==> config.mk <==
export PLATFORM = sky130hd
export DESIGN_NAME = nmr_seq_fsm_flat
export DESIGN_NICKNAME = d
export VERILOG_FILES = /design/src/rtl/nmr_seq_fsm_if.sv /design/src/rtl/nmr_seq_fsm.sv /design/src/flat_wrapper.sv
export SDC_FILE = /design/constraint.sdc
export NUM_CORES = 1
export LEC_CHECK = 0
export BUFFER_PORTS_ARGS = -buffer_cell sky130_fd_sc_hd__buf_2
export CORE_MARGIN = 2
export CORE_UTILIZATION = 60
export DETAILED_ROUTE_END_ITERATION = 16
export PLACE_DENSITY = 0.9
export SLEW_MARGIN = 40
export SYNTH_ARGS = -nofsm -noshare
export SYNTH_HDL_FRONTEND = slang
export SYNTH_SLANG_ARGS = --single-unit
==> constraint.sdc <==
create_clock -name clk -period 15.4 [get_ports clk]
set_clock_uncertainty 0.15 [all_clocks]
set_input_delay 3.08 -clock clk [delete_from_list [all_inputs] [get_ports clk]]
set_output_delay 3.08 -clock clk [all_outputs]
set_load 0.02 [all_outputs]
==> src/rtl/nmr_seq_fsm_if.sv <==
// Config/control and generator/status bundle between the PS config bus and the NMR sequencer.
// master = config/status side, slave = sequencer.
interface nmr_seq_fsm_if #(
  parameter int CNT_W      = 32,
  parameter int NUM_PULSES = 4,
  parameter int IDX_W      = 3,
  parameter int REP_W      = 16
);
  logic                        start;
  logic                        abort;
  logic [IDX_W-1:0]            cfg_n_pulses;
  logic [NUM_PULSES*CNT_W-1:0] cfg_pulse_len;
  logic [NUM_PULSES*CNT_W-1:0] cfg_delay_len;
  logic [NUM_PULSES*16-1:0]    cfg_amp;
  logic [31:0]                 cfg_freq;
  logic [CNT_W-1:0]            cfg_acq_len;
  logic [CNT_W-1:0]            cfg_tr;
  logic [REP_W-1:0]            cfg_n_rep;

  logic                        en_gen;
  logic [15:0]                 gen_amp;
  logic [31:0]                 gen_freq;
  logic [1:0]                  gen_phase;
  logic                        rst_writer;
  logic                        rst_pck;
  logic                        busy;
  logic                        done;
  logic                        err;
  logic [REP_W-1:0]            rep_idx;
  logic [2:0]                  state;

  modport master (
    output start, abort, cfg_n_pulses, cfg_pulse_len, cfg_delay_len, cfg_amp,
           cfg_freq, cfg_acq_len, cfg_tr, cfg_n_rep,
    input  en_gen, gen_amp, gen_freq, gen_phase, rst_writer, rst_pck, busy,
           done, err, rep_idx, state
  );

  modport slave (
    input  start, abort, cfg_n_pulses, cfg_pulse_len, cfg_delay_len, cfg_amp,
           cfg_freq, cfg_acq_len, cfg_tr, cfg_n_rep,
    output en_gen, gen_amp, gen_freq, gen_phase, rst_writer, rst_pck, busy,
           done, err, rep_idx, state
  );
endinterface

==> src/rtl/nmr_seq_fsm.sv <==
// Multi-pulse NMR excitation/acquisition sequencer with TR padding and repetitions.
// Optional macro NMR_SEQ_PHASE_CYCLE_EN drives gen_phase from rep_idx[1:0] (CYCLOPS).
module nmr_seq_fsm #(
  parameter int CNT_W      = 32,
  parameter int NUM_PULSES = 4,
  parameter int IDX_W      = 3,
  parameter int REP_W      = 16
) (
  input logic          clk,
  input logic          rst_n,
  nmr_seq_fsm_if.slave bus
);

  typedef enum logic [2:0] {
    S_IDLE    = 3'd0,
    S_SETUP   = 3'd1,
    S_PULSE   = 3'd2,
    S_DELAY   = 3'd3,
    S_ACQ     = 3'd4,
    S_RECOVER = 3'd5,
    S_DONE    = 3'd6
  } state_e;

  localparam logic [CNT_W:0]   ONE_CW = (CNT_W+1)'(1);
  localparam logic [CNT_W-1:0] ONE_C  = CNT_W'(1);
  localparam logic [IDX_W:0]   ONE_IW = (IDX_W+1)'(1);
  localparam logic [IDX_W-1:0] ONE_I  = IDX_W'(1);
  localparam logic [IDX_W-1:0] MAX_P  = IDX_W'(NUM_PULSES);
  localparam logic [REP_W:0]   ONE_RW = (REP_W+1)'(1);
  localparam logic [REP_W-1:0] ONE_R  = REP_W'(1);

  state_e                      state_q, state_d;
  logic [CNT_W-1:0]            cnt_q, cnt_d;
  logic [CNT_W-1:0]            tr_cnt_q, tr_cnt_d;
  logic [IDX_W-1:0]            p_q, p_d;
  logic [REP_W-1:0]            rep_q, rep_d;
  logic                        start_prev_q, start_prev_d;
  logic                        start_rise_q, start_rise_d;

  logic [NUM_PULSES*CNT_W-1:0] plen_q, plen_d;
  logic [NUM_PULSES*CNT_W-1:0] dlen_q, dlen_d;
  logic [NUM_PULSES*16-1:0]    amp_sh_q, amp_sh_d;
  logic [IDX_W-1:0]            np_q, np_d;
  logic [CNT_W-1:0]            acq_q, acq_d;
  logic [CNT_W-1:0]            tr_q, tr_d;
  logic [REP_W-1:0]            nrep_q, nrep_d;

  logic                        en_gen_q, en_gen_d;
  logic [15:0]                 gen_amp_q, gen_amp_d;
  logic [31:0]                 gen_freq_q, gen_freq_d;
  logic                        rst_writer_q, rst_writer_d;
  logic                        rst_pck_q, rst_pck_d;
  logic                        busy_q, busy_d;
  logic                        done_q, done_d;
  logic                        err_q, err_d;

  logic [CNT_W-1:0]            cur_plen, cur_dlen, cur_len;
  logic [15:0]                 amp_sel;
  logic                        timer_done, tr_done, last_pulse, last_rep, np_valid;

  // Current-pulse length lookup and the end-of-interval comparisons, widened by one bit
  // so that +1 never wraps.
  always_comb begin
    cur_plen = '0;
    cur_dlen = '0;
    for (int i = 0; i < NUM_PULSES; i++) begin
      if (IDX_W'(i) == p_q) begin
        cur_plen = plen_q[i*CNT_W +: CNT_W];
        cur_dlen = dlen_q[i*CNT_W +: CNT_W];
      end
    end
    if (state_q == S_PULSE)      cur_len = cur_plen;
    else if (state_q == S_DELAY) cur_len = cur_dlen;
    else                         cur_len = acq_q;
    timer_done = ({1'b0, cnt_q} + ONE_CW) >= {1'b0, cur_len};
    tr_done    = ({1'b0, tr_cnt_q} + ONE_CW) >= {1'b0, tr_q};
    last_pulse = ({1'b0, p_q} + ONE_IW) >= {1'b0, np_q};
    last_rep   = ({1'b0, rep_q} + ONE_RW) >= {1'b0, nrep_q};
    np_valid   = (bus.cfg_n_pulses != '0) && (bus.cfg_n_pulses <= MAX_P);
  end

  always_comb begin
    state_d      = state_q;
    cnt_d        = '0;
    tr_cnt_d     = (&tr_cnt_q) ? tr_cnt_q : tr_cnt_q + ONE_C;
    p_d          = p_q;
    rep_d        = rep_q;
    start_prev_d = bus.start;
    start_rise_d = bus.start & ~start_prev_q;
    plen_d       = plen_q;
    dlen_d       = dlen_q;
    amp_sh_d     = amp_sh_q;
    np_d         = np_q;
    acq_d        = acq_q;
    tr_d         = tr_q;
    nrep_d       = nrep_q;
    gen_freq_d   = gen_freq_q;
    done_d       = done_q;
    err_d        = 1'b0;

    case (state_q)
      S_IDLE: begin
        if (start_rise_q && !bus.abort) begin
          if (np_valid) begin
            state_d    = S_SETUP;
            done_d     = 1'b0;
            plen_d     = bus.cfg_pulse_len;
            dlen_d     = bus.cfg_delay_len;
            amp_sh_d   = bus.cfg_amp;
            np_d       = bus.cfg_n_pulses;
            acq_d      = bus.cfg_acq_len;
            tr_d       = bus.cfg_tr;
            nrep_d     = (bus.cfg_n_rep == '0) ? ONE_R : bus.cfg_n_rep;
            gen_freq_d = bus.cfg_freq;
            p_d        = '0;
            rep_d      = '0;
          end else begin
            err_d = 1'b1;
          end
        end
      end
      S_SETUP: begin
        state_d  = S_PULSE;
        tr_cnt_d = '0;
      end
      S_PULSE: begin
        if (timer_done) state_d = S_DELAY;
        else            cnt_d   = cnt_q + ONE_C;
      end
      S_DELAY: begin
        if (!timer_done) begin
          cnt_d = cnt_q + ONE_C;
        end else if (last_pulse) begin
          state_d = S_ACQ;
        end else begin
          p_d     = p_q + ONE_I;
          state_d = S_PULSE;
        end
      end
      S_ACQ: begin
        if (timer_done) state_d = S_RECOVER;
        else            cnt_d   = cnt_q + ONE_C;
      end
      S_RECOVER: begin
        if (tr_done) begin
          if (last_rep) begin
            state_d = S_DONE;
          end else begin
            rep_d    = rep_q + ONE_R;
            p_d      = '0;
            tr_cnt_d = '0;
            state_d  = S_PULSE;
          end
        end
      end
      S_DONE: begin
        state_d = S_IDLE;
        done_d  = 1'b1;
      end
      default: state_d = S_IDLE;
    endcase

    // Abort wins over every normal transition and freezes the pulse/rep indices.
    if (bus.abort && (state_q != S_IDLE) && (state_q != S_DONE)) begin
      state_d = S_DONE;
      p_d     = p_q;
      rep_d   = rep_q;
    end

    amp_sel = '0;
    for (int i = 0; i < NUM_PULSES; i++) begin
      if (IDX_W'(i) == p_d) amp_sel = amp_sh_q[i*16 +: 16];
    end

    en_gen_d     = (state_d == S_PULSE);
    gen_amp_d    = en_gen_d ? amp_sel : 16'h0000;
    rst_writer_d = (state_d != S_SETUP);
    rst_pck_d    = (state_d != S_ACQ);
    busy_d       = (state_d != S_IDLE);
  end

  always_ff @(posedge clk) begin
    if (!rst_n) begin
      state_q      <= S_IDLE;
      cnt_q        <= '0;
      tr_cnt_q     <= '0;
      p_q          <= '0;
      rep_q        <= '0;
      start_prev_q <= 1'b0;
      start_rise_q <= 1'b0;
      plen_q       <= '0;
      dlen_q       <= '0;
      amp_sh_q     <= '0;
      np_q         <= '0;
      acq_q        <= '0;
      tr_q         <= '0;
      nrep_q       <= '0;
      en_gen_q     <= 1'b0;
      gen_amp_q    <= '0;
      gen_freq_q   <= '0;
      rst_writer_q <= 1'b1;
      rst_pck_q    <= 1'b1;
      busy_q       <= 1'b0;
      done_q       <= 1'b0;
      err_q        <= 1'b0;
    end else begin
      state_q      <= state_d;
      cnt_q        <= cnt_d;
      tr_cnt_q     <= tr_cnt_d;
      p_q          <= p_d;
      rep_q        <= rep_d;
      start_prev_q <= start_prev_d;
      start_rise_q <= start_rise_d;
      plen_q       <= plen_d;
      dlen_q       <= dlen_d;
      amp_sh_q     <= amp_sh_d;
      np_q         <= np_d;
      acq_q        <= acq_d;
      tr_q         <= tr_d;
      nrep_q       <= nrep_d;
      en_gen_q     <= en_gen_d;
      gen_amp_q    <= gen_amp_d;
      gen_freq_q   <= gen_freq_d;
      rst_writer_q <= rst_writer_d;
      rst_pck_q    <= rst_pck_d;
      busy_q       <= busy_d;
      done_q       <= done_d;
      err_q        <= err_d;
    end
  end

  assign bus.en_gen     = en_gen_q;
  assign bus.gen_amp    = gen_amp_q;
  assign bus.gen_freq   = gen_freq_q;
  assign bus.rst_writer = rst_writer_q;
  assign bus.rst_pck    = rst_pck_q;
  assign bus.busy       = busy_q;
  assign bus.done       = done_q;
  assign bus.err        = err_q;
  assign bus.rep_idx    = rep_q;
  assign bus.state      = state_q;

`ifdef NMR_SEQ_PHASE_CYCLE_EN
  assign bus.gen_phase = rep_q[1:0];
`else
  assign bus.gen_phase = 2'b00;
`endif

endmodule

==> src/flat_wrapper.sv <==
// flat-port wrapper written by rule: the top's interface ports become plain ports
module nmr_seq_fsm_flat 
#(
  parameter int CNT_W      = 32,
  parameter int NUM_PULSES = 4,
  parameter int IDX_W      = 3,
  parameter int REP_W      = 16
)
  (clk, rst_n, bus_start, bus_abort, bus_cfg_n_pulses, bus_cfg_pulse_len, bus_cfg_delay_len, bus_cfg_amp, bus_cfg_freq, bus_cfg_acq_len, bus_cfg_tr, bus_cfg_n_rep, bus_en_gen, bus_gen_amp, bus_gen_freq, bus_gen_phase, bus_rst_writer, bus_rst_pck, bus_busy, bus_done, bus_err, bus_rep_idx, bus_state);
  nmr_seq_fsm_if #(.CNT_W(CNT_W), .NUM_PULSES(NUM_PULSES), .IDX_W(IDX_W), .REP_W(REP_W)) bus_i ();
  input logic clk;
  input logic rst_n;
  input wire logic [$bits(bus_i.start)-1:0] bus_start;
  input wire logic [$bits(bus_i.abort)-1:0] bus_abort;
  input wire logic [$bits(bus_i.cfg_n_pulses)-1:0] bus_cfg_n_pulses;
  input wire logic [$bits(bus_i.cfg_pulse_len)-1:0] bus_cfg_pulse_len;
  input wire logic [$bits(bus_i.cfg_delay_len)-1:0] bus_cfg_delay_len;
  input wire logic [$bits(bus_i.cfg_amp)-1:0] bus_cfg_amp;
  input wire logic [$bits(bus_i.cfg_freq)-1:0] bus_cfg_freq;
  input wire logic [$bits(bus_i.cfg_acq_len)-1:0] bus_cfg_acq_len;
  input wire logic [$bits(bus_i.cfg_tr)-1:0] bus_cfg_tr;
  input wire logic [$bits(bus_i.cfg_n_rep)-1:0] bus_cfg_n_rep;
  output wire logic [$bits(bus_i.en_gen)-1:0] bus_en_gen;
  output wire logic [$bits(bus_i.gen_amp)-1:0] bus_gen_amp;
  output wire logic [$bits(bus_i.gen_freq)-1:0] bus_gen_freq;
  output wire logic [$bits(bus_i.gen_phase)-1:0] bus_gen_phase;
  output wire logic [$bits(bus_i.rst_writer)-1:0] bus_rst_writer;
  output wire logic [$bits(bus_i.rst_pck)-1:0] bus_rst_pck;
  output wire logic [$bits(bus_i.busy)-1:0] bus_busy;
  output wire logic [$bits(bus_i.done)-1:0] bus_done;
  output wire logic [$bits(bus_i.err)-1:0] bus_err;
  output wire logic [$bits(bus_i.rep_idx)-1:0] bus_rep_idx;
  output wire logic [$bits(bus_i.state)-1:0] bus_state;
  assign bus_i.start = bus_start;
  assign bus_i.abort = bus_abort;
  assign bus_i.cfg_n_pulses = bus_cfg_n_pulses;
  assign bus_i.cfg_pulse_len = bus_cfg_pulse_len;
  assign bus_i.cfg_delay_len = bus_cfg_delay_len;
  assign bus_i.cfg_amp = bus_cfg_amp;
  assign bus_i.cfg_freq = bus_cfg_freq;
  assign bus_i.cfg_acq_len = bus_cfg_acq_len;
  assign bus_i.cfg_tr = bus_cfg_tr;
  assign bus_i.cfg_n_rep = bus_cfg_n_rep;
  assign bus_en_gen = bus_i.en_gen;
  assign bus_gen_amp = bus_i.gen_amp;
  assign bus_gen_freq = bus_i.gen_freq;
  assign bus_gen_phase = bus_i.gen_phase;
  assign bus_rst_writer = bus_i.rst_writer;
  assign bus_rst_pck = bus_i.rst_pck;
  assign bus_busy = bus_i.busy;
  assign bus_done = bus_i.done;
  assign bus_err = bus_i.err;
  assign bus_rep_idx = bus_i.rep_idx;
  assign bus_state = bus_i.state;
  nmr_seq_fsm #(.CNT_W(CNT_W), .NUM_PULSES(NUM_PULSES), .IDX_W(IDX_W), .REP_W(REP_W)) u_core (.clk(clk), .rst_n(rst_n), .bus(bus_i));
endmodule
---- After elaboration in Yosys (flattened, before gate mapping) ----
Index checks and enable logic that the tools add are counted.
operators by class
  add/subtract/negate cells ............... 8
  magnitude comparators ................... 5
  equal/unequal tests ..................... 20
  multiplexer cells ....................... 46
  bitwise logic cells ..................... 5
  reductions and logical operators ........ 22
operator list
  kind                                           number
  two-way mux 32 bit                             13
  two-way mux 16 bit                             9
  adder 32 x 1 -> 33 bit, second input constant  2
  >= comparator 33 x 32 -> 1 bit                 2
  adder 32 x 1 -> 32 bit, second input constant  2
  one-hot mux 32 bit (2 select lines)            1
  two-way mux 3 bit                              16
  one-hot mux 16 bit (2 select lines)            1
  AND reduction 32 bit                           1
  one-hot mux 3 bit (6 select lines)             1
  adder 16 x 1 -> 17 bit, second input constant  1
  >= comparator 17 x 16 -> 1 bit                 1
  adder 16 x 1 -> 16 bit, second input constant  1
  zero test 16 bit                               1
  == test 2 x 3 -> 1 bit, first input constant   4
  == test 3 x 2 -> 1 bit, second input constant  3
  == test 3 bit, second input constant           3
  zero test 3 bit                                3
  one-hot mux 3 bit (3 select lines)             1
  AND reduction 3 bit                            3
  nonzero test 3 bit                             3
  == test 1 x 3 -> 1 bit, first input constant   2
  != test 2 x 1 -> 1 bit, second input constant  3
  != test 3 bit, second input constant           2
  other kinds (17)                               27
storage, ports and cells
  register bits ........................... 545
  bits of input ports ..................... 439
  output and inout bits ................... 75
  logic and storage cells ................. 128

---- Logic depth before layout (Yosys ltp) ----
Gate-level depths: netlist of run 1.
  word-level depth ........................ 16
  mapped depth ............................ 23
  mapped depth without buffers ............ 19

---- Least setup slack after synthesis of run 1 ----
Ideal clock, no wire load.
  path kind ............................... input -> register
  start point ............................. input port bus_cfg_n_pulses[0]
  end point ............................... register u_core.gen_amp_q[10], in the netlist u_core.bus.gen_amp[10]
  library setup time ...................... 0.117 ns
  arrival ................................. 5.225 ns
  data required time ...................... 15.133 ns
  setup slack ............................. 9.909 ns
  cell stages on the path ................. 11
  buffers on the path ..................... 2
  path through ............................ nor2_1 > xor2_1 > or3_1 > a21oi_1 > a211o_1 > and3_1 > clkbuf_1 > a2111o_1 > and3b_4 > buf_6 > a22o_1
between the ends
  cells in the longest elaborated chain, start to end .. 11
  elaborated cells on any way between the ends .. 21
  classes of those cells .................. order compare: 1; eq/ne: 4; mux: 12; reduce/logical: 4
RTL lines
  element                                                               line                text
  from (decl)                                                           flat_wrapper.sv:15  input wire logic [$bits(bus_i.cfg_n_pulses)-1:0] bus_cfg_n_pulses;
  less-or-equal comparator 3 bit or nonzero test 3 bit (tied branches)  nmr_seq_fsm.sv:79   np_valid = (bus.cfg_n_pulses != '0) && (bus.cfg_n_pulses <= MAX_P);
  logical AND 1 bit *                                                   nmr_seq_fsm.sv:79
  two-way mux 3 bit                                                     nmr_seq_fsm.sv:104  if (np_valid) begin
  two-way mux 3 bit                                                     nmr_seq_fsm.sv:103  if (start_rise_q && !bus.abort) begin
  one-hot mux 3 bit (3 select lines)                                    nmr_seq_fsm.sv:101  case (state_q)
  two-way mux 3 bit                                                     nmr_seq_fsm.sv:164  if (bus.abort && (state_q != S_IDLE) && (state_q != S_DONE)) begin
  zero test 3 bit                                                       nmr_seq_fsm.sv:172  if (IDX_W'(i) == p_d) amp_sel = amp_sh_q[i*16 +: 16];
  two-way mux 16 bit (4 in a row)                                       nmr_seq_fsm.sv:172
  to (signal assigned)                                                  nmr_seq_fsm.sv:222  gen_amp_q <= gen_amp_d;
  to (decl)                                                             nmr_seq_fsm.sv:49   logic [15:0] gen_amp_q, gen_amp_d;
Every way passes the cells marked *; elsewhere a longest branch is shown, timed or not.
A chain may end at the register's enable or synchronous reset.

---- Final worst setup path of run 1 ----
  start point ............................. register u_core.p_q[0]
  end point ............................... register u_core.gen_amp_q[15], in the netlist u_core.bus.gen_amp[15]
between the ends
  cells in the longest elaborated chain, start to end .. 16
  elaborated cells on any way between the ends .. 42
  classes of those cells .................. add/sub: 2; order compare: 2; eq/ne: 7; mux: 28; reduce/logical: 3
RTL lines
  element                             line                text
  from (decl)                         nmr_seq_fsm.sv:35   logic [IDX_W-1:0] p_q, p_d;
  from (signal assigned)              nmr_seq_fsm.sv:210  p_q <= p_d;
  zero test 3 bit                     nmr_seq_fsm.sv:67   if (IDX_W'(i) == p_q) begin
  two-way mux 32 bit (4 in a row)     nmr_seq_fsm.sv:67
  two-way mux 32 bit                  nmr_seq_fsm.sv:73   else if (state_q == S_DELAY) cur_len = cur_dlen;
  two-way mux 32 bit                  nmr_seq_fsm.sv:72   if (state_q == S_PULSE) cur_len = cur_plen;
  >= comparator 33 x 32 -> 1 bit      nmr_seq_fsm.sv:75   timer_done = ({1'b0, cnt_q} + ONE_CW) >= {1'b0, cur_len};
  two-way mux 3 bit                   nmr_seq_fsm.sv:131  if (!timer_done) begin
  one-hot mux 3 bit (3 select lines)  nmr_seq_fsm.sv:101
  two-way mux 3 bit                   nmr_seq_fsm.sv:164
  zero test 3 bit                     nmr_seq_fsm.sv:172
  two-way mux 16 bit (4 in a row)     nmr_seq_fsm.sv:172
Parallel ways exist; a longest one is shown, timed or not.

==> impl_summary.md, run 1 <==
Worst setup path
The startpoint of the worst setup timing path is u_core.p_q[0]. The worst reg2reg path endpoint is u_core.bus.gen_amp[15]. STA classifies the critical path startpoint as a flip-flop. Of all nets on the critical path, the largest fanout is 97.

The nature of the critical path endpoint is a flip-flop. The startpoint of the worst register-to-register path is u_core.p_q[0]. The cell depth of the worst flop-to-flop path is 18.

STA puts the critical path data arrival time at 6.66 ns. On the worst path, the slowest cell contributes a delay of 0.57 ns. The flop-to-flop setup slack is ~9.1 ns. For this design, the slowest cell found on the critical path is sky130_fd_sc_hd__buf_6. The signal on the critical path passes through ha_1 -> ha_4 -> buf_6 -> nor3_1 -> a211oi_1 -> a211oi_1 -> a21oi_1 -> ha_1 -> a21oi_1 -> o21ai_0 -> a221o_1 -> a22oi_1 -> nand2_1 -> a211o_1 -> and3_1 -> a2111o_1 -> nor2b_2 -> a22o_1.

Data on the critical path is required at its endpoint by 15.80 ns. The type of the worst setup path is reg2reg.

Min path
Along the worst hold path, the cell count comes to 1. The type of the tightest min-delay check is reg2reg. The path with the worst hold slack has its endpoint at u_core.start_rise_q. The origin of the worst min-delay path is u_core.start_prev_q.

Global routing
The initial antenna violation count came to 9. The first-pass GRT wire length is around 120 mm. Entering global routing, the biggest net connects 229 pins. For this run the aggregate overflow at the end of global routing stands at 0.

For this run, the total global-route usage over all layers was measured as 0.353. The number of global-route vias before repair is between 20000 and 25000.

Yosys
The most used flip-flop cell after synthesis is sky130_fd_sc_hd__dfxtp_1. The share of the synthesized area in the top cell type is 0.429. Of the synthesized area, sequential elements account for 0.429. The fraction of registers with async set or reset after synthesis is 0. The number of different library cells used by synthesis comes to 63. Counting flops with a built-in enable in the synthesized netlist gives 0.

The register bit total from synthesis is ~550. In this run the mean area of a mapped cell was 8.06 um2. Yosys printed 0 warnings.

The leading area contributor after synthesis is sky130_fd_sc_hd__dfxtp_1. Yosys attributes the largest share of cell area to sky130_fd_sc_hd__dfxtp_1 43%, sky130_fd_sc_hd__nand2_1 14%, sky130_fd_sc_hd__a21boi_0 13%. Synthesis handed over a netlist of around 3200 instances. The synthesized cell area is 25400 um2.

Clock network
The clock passes through at most 3 buffers. Post-CTS timing repair inserted 0 buffers for setup. The count of instances resized after the clock tree is built is 0.

For the worst-skew pair, the clock arrives at the later sink with an insertion delay of between 0.6 and 0.7 ns. The clock root buffer is sky130_fd_sc_hd__clkbuf_16. After clock tree synthesis, the clock-pin slew on the worst setup and hold paths is around 0.06 ns. TritonCTS built the clock tree. The hold buffer count at CTS is 0. In this run the number of H-tree levels came out at 2. TritonCTS created 55 clock buffers. CTS saw roughly 550 sinks.

STA
Timing would allow up to 160 MHz. The final-report hold violation count was 0. Headroom to the max-slew limit came out at 0.443.

After layout, the minimum clock period comes to ~6.3 ns. The max-slew violation count was 0. Setup repair after global routing left no endpoint under its margin. Dividing the final minimum period by the clock period gives 0.407. The sum of negative setup slack is 0 ns. The transition at the pin with the smallest max-transition slack is about 0.84 ns.

Setup violations remaining at the end of the flow were counted as 0.

Floorplanning
The area of the core region is 41900 um2. The height of the chip is between 200 and 250 um. The number of placement rows is 75. The number of top-level pins is between 500 and 600. The floorplan step defined a die boundary enclosing about 44000 um2. The initial core utilization is 0.608. In this run the horizontal extent of the chip is roughly 210 um.

Finish
Summing all multi-input logic gate instances after layout gives between 10000 and 15000 um2. Of the cells placed in the final design, the portion with a size suffix greater than 1 is 0.183. The library cell used most frequently in the layout, excluding fill and tap cells, is sky130_fd_sc_hd__nand2_1. The top cell types in the final layout, fill and taps aside, are 924 x sky130_fd_sc_hd__nand2_1, 544 x sky130_fd_sc_hd__dfxtp_1, 510 x sky130_fd_sc_hd__buf_2. The total non-filler cell area in the finished layout is ~30000 um2. In the final layout, flip-flops and latches occupy ~11000 um2.

The final layout net count is 4050. Compared with the post-synthesis result, the final layout area differs by 18.2%. The final design utilization is 0.718. Fill cells in the final layout number ~3200. For this run, the number of standard cells in the final layout without fillers is 4112.

Place
At the end of routability-driven placement, the weighted congestion stood at roughly 0.99. In this run the cell area measured after placement is between 20000 and 30000 um2. The final HPWL from detailed placement is 56.6 mm. The count of buffers from port buffering is about 510.

The cell count after placement is 4001.

Route
Summed over all layers, the routed wires come to ~80 mm. The via count normalized by instance count is slightly below 6. The count of nets left with antenna violations once routing finished came out at 0. The length of the first detailed-routing pass in iterations is 6. For this block, the initial DRC count from the detailed router was 2690. For this block, the via count after detailed routing is roughly 24000. The average wire per cell in the routed design is between 15 and 20 um. The DRC violation count after routing is 0.

Run status
The flow ran to the end, and the final reports show no timing, DRC or antenna violations.

Power and ir drop
The reported leakage power is around 12 nW. VDD sags by at most about 0.085 mV. The power per cell area is roughly 110 nW/um2.

Job
The total of max-cap violations is 0.
logic make-up (layout without fill, tap and decap cells):
kind of cell	after synthesis	count (layout)	synth area share
and+or+nand+nor	1356	1356	0.224
AOI/OAI and AO/OA	777	777	0.225
DFF	545	545	0.429
buffers and inverters	294	701	0.0445
adders and majority gates	91	91	0.0448
xor gates and xnor gates	76	76	0.0262
muxes	17	17	0.00669
other	1	10	0.000147
sequential cells by signal, indices dropped and copies added (netlist names), 32 cells and up:
register / count
u_core.dlen_q: 128
u_core.amp_sh_q: 64
u_core.tr_cnt_q: 32
u_core.cnt_q: 32
u_core.tr_q: 32
u_core.bus.gen_freq: 32
u_core.plen_q: 128
u_core.acq_q: 32
Yosys cell counts, drive strengths merged, types with 2 or more instances:
master / n
or2: 3
and3: 17
nand2b: 6
and4: 16
nand4: 21
nor3: 77
nor4: 8
nand2: 927
a221oi: 69
mux2i: 17
xor2: 30
nor2: 155
a22oi: 14
buf: 28
o21a: 5
a211o: 4
a211oi: 67
a22o: 11
o2bb2ai: 11
o31a: 2
inv: 66
o21ai: 27
dfxtp: 545
o211a: 10
a21o: 16
xnor2: 46
a31oi: 2
a2111o: 2
o22ai: 7
a21boi: 426
nand3b: 3
clkbuf: 199
o211ai: 3
a31o: 3
a21oi: 88
nor2b: 54
a41oi: 3
and2: 19
or3: 2
or3b: 4
ha: 91
nand3: 41
where the power goes:
part	switching [mW]	internal [mW]	total (mW)
sequential	0.0413	1.46	1.50
clock	0.593	0.828	1.42
combinational	0.316	0.174	0.490
total	0.951	2.46	3.41
area by class of cell:
class / count / area share
repair buffers: 532 / 0.0936
flip-flops and latches: 545 / 0.363
multi-input cells: 2319 / 0.448
clock inverters: 30 / 0.0124
well taps: 539 / 0.0224
diodes: 8 / 0.000666
clock buffers: 72 / 0.0513
inverters: 67 / 0.00837
per-stage QoR:
stage                     hold WS (ns)  setup WS, ns  total power [mW]
after floorplan                  0.217          9.91              1.82
after global placement           0.226          9.07              1.99
after detailed placement         0.225          8.88              2.01
after CTS                        0.237          8.86              3.41
after global routing             0.265          8.73              3.52
final                            0.237          9.14              3.41
worst max path at each step:
stage | endpoint | slack, ns | cells past startpoint
2_1_floorplan | u_core.bus.gen_amp[10] | 9.91 | 11
3_3_place_gp | u_core.bus.gen_amp[4] | 9.07 | 18
3_5_place_dp | u_core.bus.gen_amp[13] | 8.88 | 18
4_1_cts | u_core.bus.gen_amp[15] | 8.86 | 18
5_1_grt | u_core.bus.gen_amp[15] | 8.73 | 20
6_report | u_core.bus.gen_amp[15] | 9.14 | 18
routing by layer:
layer  part of all wire  global-route usage  vias to the layer above
li1                   -                   -                    11500
met1               0.41               0.478                    11100
met2               0.44               0.546                     1230
met3               0.10              0.0657                      231
met4              0.049               0.169                        0
met5                  0                   0                        -
critical path, delay by kind of cell, from the launching register on:
family          cells  cell delay (ns)
compound gates     10             2.90
fa+ha+maj           3             0.85
buf+inv             1             0.57
flops               1             0.43
simple gates        4             1.18
No activity file was read; power rests on OpenSTA's default activity.
==> inputs of run 2 (changes only) <==
--- a/config.mk
+++ b/config.mk
@@ -7,9 +7,9 @@
 export LEC_CHECK = 0
 export BUFFER_PORTS_ARGS = -buffer_cell sky130_fd_sc_hd__buf_2
 export CORE_MARGIN = 2
-export CORE_UTILIZATION = 60
+export CORE_UTILIZATION = 50
 export DETAILED_ROUTE_END_ITERATION = 16
-export PLACE_DENSITY = 0.9
+export PLACE_DENSITY = 0.81
 export SLEW_MARGIN = 40
 export SYNTH_ARGS = -nofsm -noshare
 export SYNTH_HDL_FRONTEND = slang
==> constraint.sdc (replaced) <==
create_clock -name clk -period 5.5 [get_ports clk]
set_clock_uncertainty 0.15 [all_clocks]
set_input_delay 1.1 -clock clk [delete_from_list [all_inputs] [get_ports clk]]
set_output_delay 1.1 -clock clk [all_outputs]
set_load 0.02 [all_outputs]
==> run 2 against run 1 <==
Sequential power grew to 2.8 times the previous value; flip-flop and latch count did not move; critical path depth increased by 4; largest cell class unchanged.
==> impl_summary.md, run 2 (synthesized netlist as in run 1, its figures left out) <==
Run status
The run finished with clean final reports.

STA
The final-report hold violation count came to 0 (unchanged). The post-layout minimum cycle time is 5.39 ns (-0.874 ns). The transition at the pin with the smallest max-transition slack is 0.795 ns (-0.0407 ns). The share of the cycle needed by the critical path after routing is 0.979 (+0.573). The maximum achievable frequency was 186 MHz (+16%). The count of endpoints failing setup in the final report is 0 (unchanged). The relative max-transition margin is 0.470 (+0.0271).

The max-slew violation count is 0 (unchanged).

Finish
The commonest non-fill, non-tap cell in the layout is sky130_fd_sc_hd__nand2_1. The area growth from synthesis to layout is 22.6%. The top cell types in the final layout, fill and taps aside, are 924 x sky130_fd_sc_hd__nand2_1, 541 x sky130_fd_sc_hd__dfxtp_1, 510 x sky130_fd_sc_hd__buf_2. The count of non-filler cells in the finished layout is 4299 (+4.5%). The final design utilization came to 0.622 (-0.0967).

The proportion of layout cells with a drive suffix above 1 is 0.208 (+0.0245). The final layout net count is 4103 (+1.3%). The largest registers in the layout are u_core.dlen_q: 128 flops, u_core.plen_q: 128 flops, u_core.amp_sh_q: 64 flops.

Clock network
The hold buffer count at CTS came to 0 (unchanged). The number of buffers inserted during clock tree synthesis is 56 (+1.8%). The largest buffer count on any clock path came to 3 (unchanged). The sink count of the clock tree is 545 (unchanged). The clock-pin slew reported for the worst setup and hold paths after clock tree synthesis is 0.06 ns (about the same). The H-tree level count came to 2 (unchanged). The insertion delay to the later sink of the worst-skew pair was 0.61 ns (about the same). The clock tree from TritonCTS is done. The clock root buffer is sky130_fd_sc_hd__clkbuf_16.

Global routing
The global router's overall resource usage was 0.301 (-0.0521). The number of global-route vias before repair is 22500 (-0.63%). The first-pass GRT wire length was 125 mm (+1.8%). The sum of overflow across all layers after global routing is 0 (unchanged). The initial antenna violation count was 9 (unchanged). The maximum number of pins on one net before global-route repair is 199 (-13%).

Worst setup path
The endpoint required time on the critical path came to 5.85 ns (-9.95 ns). STA classifies the critical path endpoint as a flip-flop. The type of the worst setup path is reg2reg. The delay of the slowest cell on the worst path is 0.41 ns (-0.16 ns).

The worst setup path is launched from a flip-flop. The signal on the critical path passes through inv_1 -> ha_1 -> nor3b_4 -> clkbuf_16 -> buf_6 -> a221oi_1 -> nor3_1 -> a211oi_2 -> a211oi_2 -> a21oi_1 -> ha_1 -> nand3_1 -> or3_4 -> o211ai_1 -> nor3_2 -> buf_4 -> a2111o_1 -> and2_1 -> a31o_1 -> a2111o_1 -> and3b_2 -> a22o_1. The master of the slowest instance on the critical path is sky130_fd_sc_hd__or3_4.

The endpoint arrival time on the critical path is 5.74 ns (-0.92 ns). The critical-path maximum fanout is 7 (-93%).

Place
The weighted congestion reported at the end of routability-driven placement is 0.955 (-3.2%). The count of buffers from port buffering is 511 (unchanged). The final HPWL from detailed placement is 59.9 mm (+5.9%). The cell count after placement is 4171 (+4.2%).

Power and ir drop
The power per cell area came to 320 nW/um2 (+180%). The reported leakage power is 12.2 nW (+3.7%). The worst-case vdd ir drop is 0.250 mV (+200%).

Min path
In this run the worst hold path is classified as reg2reg.

Floorplanning
The height of the chip is 230 um (+9.4%). The number of top-level pins came to 514 (unchanged). The overall die width is 230 um (+9.4%). The initial core utilization is 0.507 (-0.101).

The area of the core region is 50200 um2 (+20%). The number of placement rows is 82 (+9.3%). The floorplan die area is 52700 um2 (+20%).

Route
The length of the first detailed-routing pass in iterations was 7 (+1). The wire length reported by the detailed router came to 83.4 mm (+5.1%). The DRC violation count after routing is 0 (unchanged).

The average wire per cell in the routed design is 19.4 um (+0.50%). The number of vias in the routed layout is 24000 (+0.0042%). The final antenna-violating net count was 0 (unchanged). The via count normalized by instance count came to 5.59 (-4.3%). The sum of met3 wire segment lengths after detailed routing was 6.51 mm (-19%). The number of design-rule violations left by the first detailed-router iteration is 2461 (-8.5%).

The sum of routed wire segments on met1 is 35.8 mm (+10%). The routed length on met2 is 37.8 mm (+8.0%). The highest layer touched by signal routing is met4.

Job
The total of max-cap violations came to 0 (unchanged).
## run 2: changes by cell type in the layout (fill, tap and decap cells not counted), sizes merged
cell	previous run	this run
diode	8	6
bufinv	7	11
clkinv	16	14
clkinvlp	5	8
and3b	1	2
buf	532	580
clkbuf	72	74
## run 2: what timing repair did
action / in CTS / in global routing
setup endpoints to repair: 0 / 17
setup buffers: 0 / 10
resized for setup: 0 / 52
## run 2: worst paths after layout
check,to,start,slack (ns),depth (start not counted)
worst max-delay path,u_core.bus.gen_amp[11],u_core.p_q[1],0.11,22
worst min-delay path,u_core.start_rise_q,u_core.start_prev_q,0.26,1
worst max register to register,u_core.bus.gen_amp[11],u_core.p_q[1],0.11,22
worst min register to register,u_core.start_rise_q,u_core.start_prev_q,0.26,1
## run 2: metrics by stage
step           setup WS (ns)  hold WS [ns]  power [mW]  setup TNS [ns]  area, um2
6_report               0.113         0.259        9.98               0      31200
5_1_grt               -0.110         0.259        10.3           -1.36      31200
4_1_cts               0.0175         0.258        9.92               0      30700
3_5_place_dp          0.0412         0.243        5.69               0      28600
3_3_place_gp           0.114         0.224        5.67               0      28600
2_1_floorplan          0.432         0.217        5.09               0      25400
## run 2: final cells by class
cell class,instances,area (um2)
fill,4370,19000
multi-input combinational,2320,13700
sequential,545,10900
timing repair buffer,583,3380
clock buffer,71,1590
tap,672,841
clock inverter,35,515
inverter,67,251
antenna,6,15.0
## run 2: where the power goes
group | total, mW | leakage (nW) | internal, mW | switching [mW]
logic | 1.49 | 6.78 | 0.585 | 0.907
registers | 4.23 | 4.40 | 4.09 | 0.138
clock network | 4.26 | 1.01 | 2.58 | 1.68
## run 2: worst max-delay path, delay by kind of cell, from the launching register on
family                     cells  cell delay [ns]
AOI/OAI and AO/OA              9             1.96
and+or+nand+nor                7             1.63
buffers and inverters          4             0.63
adders and majority gates      2             0.53
DFF                            1             0.37
## run 2: metal layers
metal / GRT usage / vias to the layer above
li1: - / 11600
met1: 0.411 / 11300
met2: 0.476 / 1022
met3: 0.0423 / 173
met4: 0.129 / 0
met5: 0 / -
